==> src/rtl/rgb_pwm_sched_pkg.sv <==
// Shared types and constants for the RGB PWM scheduler.
// RGB_PWM_GAMMA_EN selects the squared (gamma ~2) duty mapping; default is linear.
package rgb_pwm_sched_pkg;

    localparam int LEVEL_W = 8;
    localparam int R_HI    = 23;
    localparam int G_HI    = 15;
    localparam int B_HI    = 7;
    localparam int GNT_A   = 0;
    localparam int GNT_B   = 1;

    typedef enum logic [1:0] {
        IDLE,
        LOAD,
        WAIT_BND,
        FADE
    } state_e;

    typedef logic [LEVEL_W-1:0] level_t;

    function automatic level_t duty_of(input level_t lvl);
`ifdef RGB_PWM_GAMMA_EN
        logic [2*LEVEL_W-1:0] sq;
        sq = {{LEVEL_W{1'b0}}, lvl} * {{LEVEL_W{1'b0}}, lvl};
        return sq[2*LEVEL_W-1:LEVEL_W];
`else
        return lvl;
`endif
    endfunction

endpackage

==> src/rtl/rgb_pwm_chan.sv <==
// One colour channel: current level, fade stepper, boundary-latched duty and comparator.
module rgb_pwm_chan
    import rgb_pwm_sched_pkg::*;
(
    input  logic   clk,
    input  logic   rst_n,
    input  level_t tgt,
    input  logic   load_en,
    input  logic   step_en,
    input  logic   bnd,
    input  level_t cnt,
    output level_t cur_nxt,
    output logic   pwm
);

    level_t cur_q, cur_d;
    level_t duty_q, duty_d;

    always_comb begin
        cur_d  = cur_q;
        duty_d = duty_q;
        if (load_en) begin
            cur_d = tgt;
        end else if (step_en) begin
            if (cur_q < tgt) begin
                cur_d = cur_q + level_t'(1);
            end else if (cur_q > tgt) begin
                cur_d = cur_q - level_t'(1);
            end
        end
        // Latch from the next level so a step/fade change lands on this very boundary.
        if (bnd) begin
            duty_d = duty_of(cur_d);
        end
    end

    always_ff @(posedge clk or negedge rst_n) begin
        if (!rst_n) begin
            cur_q  <= '0;
            duty_q <= '0;
        end else begin
            cur_q  <= cur_d;
            duty_q <= duty_d;
        end
    end

    assign cur_nxt = cur_d;
    assign pwm     = (cnt < duty_q);

endmodule

==> src/rtl/rgb_pwm_sched.sv <==
// RGB LED PWM scheduler: prescaler, shared period counter, A-priority arbiter and fade FSM.
// Build option RGB_PWM_GAMMA_EN (see package) changes only the duty mapping.
module rgb_pwm_sched
    import rgb_pwm_sched_pkg::*;
#(
    parameter int unsigned PRESC    = 12,
    parameter int unsigned FADE_DIV = 4
) (
    input  logic        int_osc,
    input  logic        rstn,
    input  logic        a_valid,
    input  logic        b_valid,
    output logic        a_ready,
    output logic        b_ready,
    input  logic [23:0] a_rgb,
    input  logic [23:0] b_rgb,
    input  logic        a_fade,
    input  logic        b_fade,
    output logic        pwm_r,
    output logic        pwm_g,
    output logic        pwm_b,
    output logic        led_en,
    output logic        busy,
    output logic [1:0]  grant
);

    localparam int PW = (PRESC > 1) ? $clog2(PRESC) : 1;
    localparam int FW = (FADE_DIV > 1) ? $clog2(FADE_DIV) : 1;

    state_e          state_q, state_d;
    logic [PW-1:0]   presc_q, presc_d;
    level_t          cnt_q, cnt_d;
    logic [FW-1:0]   fcnt_q, fcnt_d;
    logic [23:0]     tgt_q, tgt_d;
    logic            fade_q, fade_d;
    logic [1:0]      grant_q, grant_d;
    logic            busy_q, busy_d;
    logic            led_en_q, led_en_d;

    logic   tick, bnd, step_pt, load_en, all_eq;
    level_t r_nxt, g_nxt, b_nxt;

    assign a_ready = (state_q == IDLE);
    assign b_ready = (state_q == IDLE) & ~a_valid;

    assign tick    = (presc_q == PW'(PRESC - 1));
    assign bnd     = tick && (cnt_q == '1);
    assign step_pt = (state_q == FADE) && bnd && (fcnt_q == FW'(FADE_DIV - 1));
    assign load_en = (state_q == WAIT_BND) && bnd;
    assign all_eq  = (r_nxt == tgt_q[R_HI -: LEVEL_W]) &&
                     (g_nxt == tgt_q[G_HI -: LEVEL_W]) &&
                     (b_nxt == tgt_q[B_HI -: LEVEL_W]);

    always_comb begin
        presc_d = tick ? '0 : presc_q + PW'(1);
        cnt_d   = tick ? cnt_q + level_t'(1) : cnt_q;
        state_d = state_q;
        fcnt_d  = fcnt_q;
        tgt_d   = tgt_q;
        fade_d  = fade_q;
        grant_d = '0;
        unique case (state_q)
            IDLE: begin
                if (a_valid) begin
                    tgt_d          = a_rgb;
                    fade_d         = a_fade;
                    grant_d[GNT_A] = 1'b1;
                    state_d        = LOAD;
                end else if (b_valid) begin
                    tgt_d          = b_rgb;
                    fade_d         = b_fade;
                    grant_d[GNT_B] = 1'b1;
                    state_d        = LOAD;
                end
            end
            LOAD: begin
                fcnt_d  = '0;
                state_d = fade_q ? FADE : WAIT_BND;
            end
            WAIT_BND: begin
                if (bnd) state_d = IDLE;
            end
            FADE: begin
                if (step_pt) begin
                    fcnt_d = '0;
                    if (all_eq) state_d = IDLE;
                end else if (bnd) begin
                    fcnt_d = fcnt_q + FW'(1);
                end
            end
        endcase
        busy_d   = (state_d != IDLE);
        led_en_d = (r_nxt != '0) || (g_nxt != '0) || (b_nxt != '0) || busy_d;
    end

    always_ff @(posedge int_osc or negedge rstn) begin
        if (!rstn) begin
            state_q  <= IDLE;
            presc_q  <= '0;
            cnt_q    <= '0;
            fcnt_q   <= '0;
            tgt_q    <= '0;
            fade_q   <= 1'b0;
            grant_q  <= '0;
            busy_q   <= 1'b0;
            led_en_q <= 1'b0;
        end else begin
            state_q  <= state_d;
            presc_q  <= presc_d;
            cnt_q    <= cnt_d;
            fcnt_q   <= fcnt_d;
            tgt_q    <= tgt_d;
            fade_q   <= fade_d;
            grant_q  <= grant_d;
            busy_q   <= busy_d;
            led_en_q <= led_en_d;
        end
    end

    rgb_pwm_chan u_chan_r (
        .clk(int_osc), .rst_n(rstn), .tgt(tgt_q[R_HI -: LEVEL_W]),
        .load_en(load_en), .step_en(step_pt), .bnd(bnd), .cnt(cnt_q),
        .cur_nxt(r_nxt), .pwm(pwm_r)
    );

    rgb_pwm_chan u_chan_g (
        .clk(int_osc), .rst_n(rstn), .tgt(tgt_q[G_HI -: LEVEL_W]),
        .load_en(load_en), .step_en(step_pt), .bnd(bnd), .cnt(cnt_q),
        .cur_nxt(g_nxt), .pwm(pwm_g)
    );

    rgb_pwm_chan u_chan_b (
        .clk(int_osc), .rst_n(rstn), .tgt(tgt_q[B_HI -: LEVEL_W]),
        .load_en(load_en), .step_en(step_pt), .bnd(bnd), .cnt(cnt_q),
        .cur_nxt(b_nxt), .pwm(pwm_b)
    );

    assign grant  = grant_q;
    assign busy   = busy_q;
    assign led_en = led_en_q;

endmodule

==> config.mk <==
export PLATFORM = sky130hd
export DESIGN_NAME = rgb_pwm_sched
export DESIGN_NICKNAME = d
export VERILOG_FILES = /design/src/rtl/rgb_pwm_sched_pkg.sv /design/src/rtl/rgb_pwm_chan.sv /design/src/rtl/rgb_pwm_sched.sv
export SDC_FILE = /design/constraint.sdc
export NUM_CORES = 1
export LEC_CHECK = 0
export ABC_CLOCK_PERIOD_IN_PS = 11900
export BUFFER_PORTS_ARGS = -buffer_cell sky130_fd_sc_hd__buf_2
export CAP_MARGIN = 10
export CORE_MARGIN = 8
export CORE_UTILIZATION = 35
export CTS_BUF_LIST = sky130_fd_sc_hd__clkbuf_8
export DETAILED_ROUTE_END_ITERATION = 16
export PLACE_DENSITY = 0.62
export SYNTH_ARGS = -nofsm -noshare
export SYNTH_HDL_FRONTEND = slang
export SYNTH_HIERARCHICAL = 1
export SYNTH_SLANG_ARGS = --single-unit
==> constraint.sdc <==
create_clock -name int_osc -period 11.9 [get_ports int_osc]
set_input_delay 0 -clock int_osc [delete_from_list [all_inputs] [get_ports int_osc]]
set_output_delay 0 -clock int_osc [all_outputs]
set_load 0.03 [all_outputs]
==> key figures, run 1 <==
Drt
  • Number of DRC markers in iteration 0: roughly 470
  • Uppermost routed layer: met4
  • Drt pass-1 iters: 5
  • DRT met1 WL: 9640 um
  • Number of vias per cell: between 5 and 6
  • Via count: 6432
  • Met3 Routed Length: 1000 um
  • Wire length on met2: 8780 um
  • ANT nets after route: 0
  • WL/cell: ~17 um
  • Residual DRC: 0
  • Routed wire length: around 20000 um

Yosys
  • Synth Register Bits: 93
  • Cell Area, Synth: slightly above 7000 um2
  • EDFF count, synth: 0
  • Net Count, Synth: 938
  • Distinct cells, synth: 69
  • Top-count cell post-synth: dfrtp_1
  • Synth async-reset ratio: 100%
  • Post-Syn Instances: between 800 and 900
  • Syn avg cell area: around 8.6 um2
  • Most frequent cells after synthesis: 93 x dfrtp_1, 68 x nor2_1, 58 x inv_1
  • Top-area cell type share of the netlist area: between 30% and 40%
  • Post-synthesis sequential area ratio: 32.5%
  • Area leader, netlist: dfrtp_1
  • Post-synth top flop: dfrtp_1
  • Top cells by area, synth: dfrtp_1 32%, ha_1 9.4%, a21oi_1 3.6%
  • Synth warn: 6

GRT
  • Global-route wire length before repair: ~32000 um
  • Total track usage: around 15%
  • Number of global-route vias before repair: 6136
  • Congestion Overflow GR: 0
  • Initial antenna violation count: 0
  • Pin count of the biggest net entering global routing: roughly 90

Timing
  • RSZ-0062 raised after global routing: no
  • # setup viols final: 0
  • Rel. slew slack: 33.4%
  • Hold WS: 0.120 ns
  • Worst slew pin tran: between 0.9 and 1 ns
  • Worst Setup Slack, final: around 7.4 ns
  • Post-route minimum period: roughly 4.5 ns
  • Final hold vios: 0
  • Fmax: approximately 220 MHz
  • Max Slew Vio Count: 0
  • Clk_skew: around 0.019 ns
  • Setup_tns: 0 ns
  • Final period util: between 30 and 40%

Placement
  • Pre-CTS setup slack: between 7 and 8 ns
  • GPL Wtd Cong: between 0.8 and 0.9
  • Dpl hpwl: between 10000 and 15000 um
  • Port bufs: 62

Min path
  • Worst min path class: in2async

Cells and area
  • Area Overhead vs Synth: 17.0%
  • Final #Nets: approximately 1.0k
  • Share of layout cells above drive strength 1: 13.6%
  • Antenna diodes: 0

Critical path
  • Worst-path fanout max: 20
  • Worst setup SP type: flip-flop
  • WS Path Type: reg2reg
  • Arr. time, crit path: 4.78 ns
  • CP endpoint kind: flip-flop
  • CP Data Required Time: 12.17 ns

Clock network
  • CTS tree: yes
  • Buffers inserted by post-CTS timing repair: 0
  • CTS clk-pin slew, worst paths: 0.10 ns
  • Clock Latency Late Sink: between 0.3 and 0.4 ns
  • Root Driver: clkbuf_8
  • TritonCTS Buffers: 9
  • Sink Count: 93
  • H-tree Lvls: 3
  • Clock Path Buffers: 2

Die
  • Initial Util: a little over a third
  • Rows: 52
  • IO Count: 63
  • Die area: 25300 um2
  • Core box area: between 20000 and 25000 um2
  • Die W: 159 um
  • Die Y: 159 um

Power and ir drop
  • Worst VDD drop: about 0.000045 V
  • Power per cell area: slightly below 70 nW/um2
  • Leakage: approximately 3.9 nW

Flow run
  • MaxCap Viol Count: 0

Run status
  • Status: completed
logic make-up (layout without fill, tap and decap cells):
family                     count (synthesis)  after routing  synth area share, %
AOI/OAI and AO/OA                        191            191                 18.7
and+or+nand+nor                          327            327                 25.0
xor gates and xnor gates                  32             32                 3.91
muxes                                     32             32                 4.59
adders and majority gates                 54             54                 9.43
DFF                                       93             93                 32.5
buffers and inverters                    101            193                 5.88
cell usage in the layout (no fill, tap or decap), drive strengths merged, types with 9 or more instances in the layout:
| cell | netlist | final |
|---|---|---|
| clkbuf | 22 | 9 |
| inv | 58 | 61 |
| or3 | 12 | 12 |
| nor2 | 68 | 68 |
| nand3 | 40 | 40 |
| dfrtp | 93 | 93 |
| a21oi | 52 | 52 |
| xor2 | 26 | 26 |
| o31ai | 14 | 14 |
| mux2i | 25 | 25 |
| a21boi | 10 | 10 |
| o21a | 14 | 14 |
| ha | 54 | 54 |
| nand2 | 53 | 53 |
| o21ai | 28 | 28 |
| o211ai | 20 | 20 |
| nor4 | 17 | 17 |
| nor3 | 34 | 34 |
| a21o | 13 | 13 |
| buf | 20 | 66 |
| nand3b | 9 | 9 |
| dlygate4sd3 | 0 | 52 |
| nor2b | 18 | 18 |
| nand4 | 27 | 27 |
what timing repair did:
item / 4_1_cts / 5_1_grt
endpoints found under the hold margin: 57 / 0
gates resized for setup: 0 / 0
hold buffers: 52 / 0
registers in the layout, indices dropped and copies added (netlist names):
name / cells
fade_q: 1
presc_q: 4
u_chan_g/duty_q: 8
u_chan_g/cur_q: 8
fcnt_q: 2
u_chan_r/duty_q: 8
grant: 2
u_chan_b/duty_q: 8
led_en: 1
busy: 1
u_chan_r/cur_q: 8
cnt_q: 8
u_chan_b/cur_q: 8
tgt_q: 24
state_q: 2
routing by layer:
| layer | up-vias | track usage (%) |
|---|---|---|
| met5 | - | 0 |
| met4 | 0 | 3.86 |
| met3 | 17 | 3.39 |
| met2 | 172 | 23.9 |
| met1 | 3048 | 21.6 |
| li1 | 3195 | - |
path summary, 6_finish.rpt:
path,start,endpoint,slack (ns),cells after the start
max reg2reg,cnt_q[1],led_en,7.40,15
max,cnt_q[1],led_en,7.40,15
min,rstn,u_chan_b/duty_q[7],0.12,2
max in group asynchronous,rstn,u_chan_b/duty_q[0],10.62,3
min reg2reg,presc_q[0],presc_q[0],0.46,1
min in group int_osc,a_valid,grant[0],0.30,2
metrics by stage:
step	utilization (%)	total power, mW	std cells	instance area [um2]
finish	41.6	0.582	1192	8380
global route	41.6	0.604	1192	8380
CTS	41.6	0.589	1192	8380
detailed placement	38.0	0.346	1124	7660
global placement	38.0	0.346	1124	7660
floorplan	-	0.329	830	7170
critical path, cell delays in order (launching register included):
cell	delay [ns]
dfrtp_1	0.48
ha_1	0.22
nand3_1	0.14
nor4_2	0.79
buf_4	0.39
and3_1	0.21
nand2_1	0.06
or3_1	0.37
nor3_2	0.22
nor3_1	0.10
o31ai_1	0.41
xor2_1	0.14
nor4_1	0.24
nand4_1	0.20
o31ai_4	0.33
nand3_2	0.08
report_power, final:
group,switching (mW),internal [mW],total [mW]
clock,0.129,0.0983,0.227
combinational,0.0157,0.0240,0.0397
sequential,0,0.316,0.316
total,0.144,0.438,0.582
layout make-up:
type | instances | area, um2
well taps | 270 | 338
flip-flops and latches | 93 | 2330
clock buffers | 9 | 124
repair buffers | 118 | 863
multi-input cells | 636 | 4430
fillers | 2020 | 11800
inverters | 59 | 226
clock inverters | 7 | 73.8
No activity file was read; power rests on OpenSTA's default activity.
==> run 2: changes to the inputs <==
--- a/config.mk
+++ b/config.mk
@@ -5,7 +5,7 @@
 export SDC_FILE = /design/constraint.sdc
 export NUM_CORES = 1
 export LEC_CHECK = 0
-export ABC_CLOCK_PERIOD_IN_PS = 11900
+export ABC_CLOCK_PERIOD_IN_PS = 4200
 export BUFFER_PORTS_ARGS = -buffer_cell sky130_fd_sc_hd__buf_2
 export CAP_MARGIN = 10
 export CORE_MARGIN = 8
==> constraint.sdc (replaced) <==
create_clock -name int_osc -period 4.2 [get_ports int_osc]
set_input_delay 0 -clock int_osc [delete_from_list [all_inputs] [get_ports int_osc]]
set_output_delay 0 -clock int_osc [all_outputs]
set_load 0.03 [all_outputs]
==> key figures, run 2 (same netlist as run 1, synthesis figures left out) <==
Cells and area
  • Antenna diodes: 0
  • Most frequent cells in the layout: 93 x dfrtp_1, 68 x nor2_1, 61 x buf_2
  • Share of layout cells above drive strength 1: between 10% and 20%
  • Largest register FFs: 24
  • Area Overhead vs Synth: 22.4%
  • FILL cells: ~2.0k
  • Final #Nets: about 1.1k
  • Most common cell after layout, fill and taps aside: dfrtp_1
  • Final instance area: 8770 um2
  • Biggest register: tgt_q

Timing
  • RSZ-0062 raised after global routing: no
  • Fmax: between 200 and 300 MHz
  • # setup viols final: 0
  • Worst Setup Slack, final: roughly 0.33 ns
  • Clk_skew: 0.0154 ns
  • Setup_tns: 0 ns
  • Max Slew Vio Count: 0
  • Worst slew pin tran: slightly above 1 ns
  • Post-route minimum period: about 3.9 ns
  • Rel. slew slack: around a third
  • Final hold vios: 0
  • Hold WS: about 0.19 ns
  • Final period util: approximately 90%

Clock network
  • Clock Latency Late Sink: ~0.39 ns
  • CTS clk-pin slew, worst paths: roughly 0.10 ns
  • Sink Count: 93
  • Clock Path Buffers: 2
  • H-tree Lvls: 3
  • CTS tree: yes
  • Root Driver: clkbuf_8
  • TritonCTS Buffers: 9

Critical path
  • CP endpoint kind: flip-flop
  • CP startpoint: u_chan_b/cur_q[1]
  • Worst r2r src: u_chan_b/cur_q[1]
  • Arr. time, crit path: ~4.1 ns
  • Reg2reg setup slack: between 0.3 and 0.4 ns
  • WS Path Type: reg2reg
  • Worst setup SP type: flip-flop
  • CP Data Required Time: approximately 4.5 ns
  • Worst-path fanout max: 12

Die
  • Die W: about 160 um
  • IO Count: 63
  • Die area: roughly 25000 um2
  • Die Y: between 150 and 200 um
  • Rows: between 50 and 60
  • Initial Util: between 30% and 40%
  • Core box area: roughly 20000 um2

Placement
  • Placed cell area: between 7000 and 8000 um2
  • Port bufs: 62
  • GPL Wtd Cong: roughly 0.88
  • Dpl hpwl: 14700 um
  • Pre-CTS setup slack: between 0.3 and 0.4 ns

Drt
  • WL/cell: between 15 and 20 um
  • ANT nets after route: 0
  • Routed wire length: slightly above 20000 um
  • Drt pass-1 iters: 5
  • Number of DRC markers in iteration 0: ~520
  • Residual DRC: 0
  • Via count: 6601
  • Number of vias per cell: about 5.4

Flow run
  • MaxCap Viol Count: 0

GRT
  • Congestion Overflow GR: 0
  • Pin count of the biggest net entering global routing: between 90 and 100
  • Number of global-route vias before repair: 6345
  • Initial antenna violation count: 0
  • Total track usage: 16.1%
  • Global-route wire length before repair: 33400 um

Power and ir drop
  • Power per cell area: approximately 200 nW/um2
  • Worst VDD drop: 0.000164 V
  • Leakage: about 4.2 nW

Run status
  • Status: completed

Min path
  • Worst min path class: in2async
run 2: worst paths after layout:
| check | depth (start not counted) | endpoint |
|---|---|---|
| min in group int_osc | 2 | grant[0] |
| min | 2 | u_chan_r/duty_q[5] |
| max in group asynchronous | 3 | u_chan_b/duty_q[2] |
| max | 11 | busy |
| min reg2reg | 1 | presc_q[0] |
| max reg2reg | 11 | busy |
run 2: cell type report:
| class | instances | area (um2) | area share [%] |
|---|---|---|---|
| sequential | 93 | 2330 | 26.5 |
| tap | 270 | 338 | 3.85 |
| inverter | 59 | 226 | 2.58 |
| clock buffer | 10 | 138 | 1.57 |
| clock inverter | 6 | 110 | 1.26 |
| timing repair buffer | 159 | 1200 | 13.6 |
| multi-input combinational | 636 | 4430 | 50.6 |
run 2: worst max-delay path: stages, from the launching register on:
cell	delay, ns
dfrtp_1	0.47
ha_1	0.32
nor2b_1	0.16
o211ai_2	0.10
a21oi_1	0.73
o21ai_0	0.42
a311oi_1	0.49
xor2_1	0.18
nor4_1	0.26
nand4_1	0.21
o31ai_4	0.33
nand2_1	0.08
run 2: layer usage:
metal  part of all wire, %  global-route usage [%]  up-vias
li1                      -                       -     3275
met1                    48                    21.8     3100
met2                    45                    25.5      205
met3                   6.4                    3.59       21
met4                   1.4                    4.12        0
met5                     0                       0        -
run 2: power breakdown:
part / internal (mW) / leakage [nW] / switching, mW / total [mW]
registers: 0.895 / 1.28 / 0 / 0.895
logic: 0.0680 / 2.77 / 0.0437 / 0.112
clock network: 0.410 / 0.119 / 0.336 / 0.747
run 2: stage by stage:
step                std cells  power, mW  util [%]
detailed placement       1165      0.981      39.6
floorplan                 830      0.933         -
global route             1233       1.82      43.5
CTS                      1233       1.78      43.5
finish                   1233       1.75      43.5
global placement         1165      0.981      39.6
run 2: repair_timing:
item                                   in CTS  in global routing
hold buffers                               52                  0
resized for setup                           0                  1
setup endpoints to repair                   0                  3
endpoints found under the hold margin      74                  0
buffers inserted                            0                  0
==> run 3: changes to the inputs <==
--- a/config.mk
+++ b/config.mk
@@ -5,7 +5,7 @@
 export SDC_FILE = /design/constraint.sdc
 export NUM_CORES = 1
 export LEC_CHECK = 0
-export ABC_CLOCK_PERIOD_IN_PS = 4200
+export ABC_CLOCK_PERIOD_IN_PS = 3900
 export BUFFER_PORTS_ARGS = -buffer_cell sky130_fd_sc_hd__buf_2
 export CAP_MARGIN = 10
 export CORE_MARGIN = 8
@@ -13,6 +13,7 @@
 export CTS_BUF_LIST = sky130_fd_sc_hd__clkbuf_8
 export DETAILED_ROUTE_END_ITERATION = 16
 export PLACE_DENSITY = 0.62
+export REMOVE_ABC_BUFFERS = 1
 export SYNTH_ARGS = -nofsm -noshare
 export SYNTH_HDL_FRONTEND = slang
 export SYNTH_HIERARCHICAL = 1
==> constraint.sdc (replaced) <==
create_clock -name int_osc -period 3.9 [get_ports int_osc]
set_input_delay 0 -clock int_osc [delete_from_list [all_inputs] [get_ports int_osc]]
set_output_delay 0 -clock int_osc [all_outputs]
set_load 0.03 [all_outputs]
==> key figures, run 3 (same netlist as run 1, synthesis figures left out) <==
GRT
  • Total track usage: 16.0%
  • Pin count of the biggest net entering global routing: 91
  • M3 GR Usage: ~3.6%
  • Initial antenna violation count: 0
  • Congestion Overflow GR: 0
  • Number of global-route vias before repair: about 6.4k
  • Global-route wire length before repair: approximately 33000 um
  • Met2 usage: roughly a quarter
  • Gr busiest metal: met2
  • M1 GR Usage: roughly 21%

Drt
  • Number of vias per cell: 5.32
  • Number of DRC markers in iteration 0: around 440
  • Residual DRC: 0
  • Routed wire length: 20200 um
  • WL/cell: about 16 um
  • ANT nets after route: 0
  • Drt pass-1 iters: 5
  • Via count: about 6.7k

Die
  • Die W: around 160 um
  • IO Count: 63
  • Initial Util: a little over a third
  • Die Y: 159 um
  • Die area: about 25000 um2
  • Rows: 52
  • Core box area: 20200 um2

Timing
  • Hold WS: 0.282 ns
  • Post-route minimum period: between 3 and 4 ns
  • RSZ-0062 raised after global routing: no
  • Final hold vios: 0
  • # setup viols final: 0
  • Rel. slew slack: 32.4%
  • Final period util: 93.6%
  • Worst slew pin tran: 1.01 ns
  • Max Slew Vio Count: 0
  • Fmax: roughly 270 MHz
  • Clk_skew: roughly 0.011 ns
  • Setup_tns: 0 ns

Cells and area
  • Area of the multi-input gates: approximately 4500 um2
  • Share of layout cells above drive strength 1: 20.1%
  • Area Overhead vs Synth: 25.3%
  • Register area: approximately 2300 um2
  • Antenna diodes: 0
  • Final instance area: around 9000 um2
  • Most frequent cells in the layout: 93 x dfrtp_1, 69 x buf_4, 68 x nor2_1
  • Biggest register: tgt_q
  • Largest register FFs: 24
  • FILL cells: 2003
  • Final core occ: about 45%
  • Most common cell after layout, fill and taps aside: dfrtp_1
  • Final #Nets: around 1.1k

Critical path
  • CP max stage delay: 0.39 ns
  • CP endpoint kind: flip-flop
  • Worst setup SP type: flip-flop
  • Bufs and invs on worst path: 2
  • R2r worst-path depth: 15
  • Reg2reg setup slack: between 0.2 and 0.25 ns
  • Arr. time, crit path: 3.92 ns
  • CP Data Required Time: about 4.2 ns
  • Gate family responsible for the most delay along the worst path: simple AND/OR/NAND/NOR gates
  • Crit-path slowest cell: dfrtp_1
  • Worst-path fanout max: 8
  • WS Path Type: reg2reg
  • Worst r2r src: presc_q[0]
  • CP Cell Sequence: ha_2, nand3b_4, nor4_2, buf_4, buf_4, and4_1, and2_1, nand4_1, and3_1, a221oi_1, xor2_1, nor4_1, nand4_1, o31ai_4, nand3_2
  • Critical R2R Capture: led_en

Run status
  • Status: completed

Clock network
  • Sink Count: 93
  • CTS tree: yes
  • Clock Latency Late Sink: just under 0.4 ns
  • Root Driver: clkbuf_8
  • CTS clk-pin slew, worst paths: around 0.10 ns
  • H-tree Lvls: 3
  • TritonCTS Buffers: 9
  • Clock Path Buffers: 2

Min path
  • Worst Hold End: grant[0]
  • Worst min path class: in2reg
  • Hold depth: 3
  • Worst Hold Launch: a_valid

Power and ir drop
  • Leakage: between 4 and 5 nW
  • Power Total: between 1.5 and 2 mW
  • Power per cell area: around 200 nW/um2
  • Worst VDD drop: 0.000187 V

Placement
  • Placed cell area: approximately 8200 um2
  • Dpl hpwl: about 15000 um
  • Port bufs: slightly above 60
  • GPL Wtd Cong: ~0.93

Flow run
  • MaxCap Viol Count: 0
-- run 3: worst max-delay path by stage --
| stage | startpoint | to | slack (ns) | cells past startpoint |
|---|---|---|---|---|
| 2_1_floorplan | presc_q[0] | led_en | -4.18 | 10 |
| 3_3_place_gp | tgt_q[1] | led_en | 0.11 | 13 |
| 3_5_place_dp | tgt_q[1] | led_en | -0.0004 | 13 |
| 4_1_cts | presc_q[0] | led_en | 0.03 | 14 |
| 5_1_grt | presc_q[0] | busy | 0.003 | 15 |
| 6_report | presc_q[0] | led_en | 0.25 | 15 |
-- run 3: layout make-up --
cell class                 instances  share of cell area (%)
multi-input combinational        636                    50.0
sequential                        93                    25.9
clock inverter                     6                   0.836
inverter                          59                    2.52
tap                              270                    3.76
clock buffer                      10                    1.53
timing repair buffer             184                    15.4
-- run 3: per-stage QoR --
step,setup WS [ns],instances
after global placement,0.112,1189
after CTS,0.0293,1257
after floorplan,-4.18,788
after detailed placement,-0.000376,1189
after global routing,0.00311,1258
final,0.250,1258
-- run 3: worst register-to-register path, cell delays in order, from the launching register on --
cell,delay (ns)
dfrtp_1,0.39
ha_2,0.24
nand3b_4,0.13
nor4_2,0.30
buf_4,0.22
buf_4,0.14
and4_1,0.21
and2_1,0.15
nand4_1,0.20
and3_1,0.22
a221oi_1,0.31
xor2_1,0.17
nor4_1,0.29
nand4_1,0.22
o31ai_4,0.28
nand3_2,0.08
-- run 3: report_power, final --
part,internal [mW],total [mW],switching (mW)
clock,0.324,0.726,0.401
combinational,0.0737,0.121,0.0474
sequential,0.964,0.964,0
total,1.36,1.81,0.449
-- run 3: timing repair --
action	CTS	global route
gates resized for setup	1	9
pin swaps	0	3
hold buffers	52	0
hold endpoints to repair	94	0
setup endpoints to repair	2	4
buffers inserted	0	1
-- run 3: layer usage --
layer	vias up	routed length (um)
met4	0	377
met5	-	0
li1	3321	-
met1	3180	9630
met3	30	867
met2	159	9320
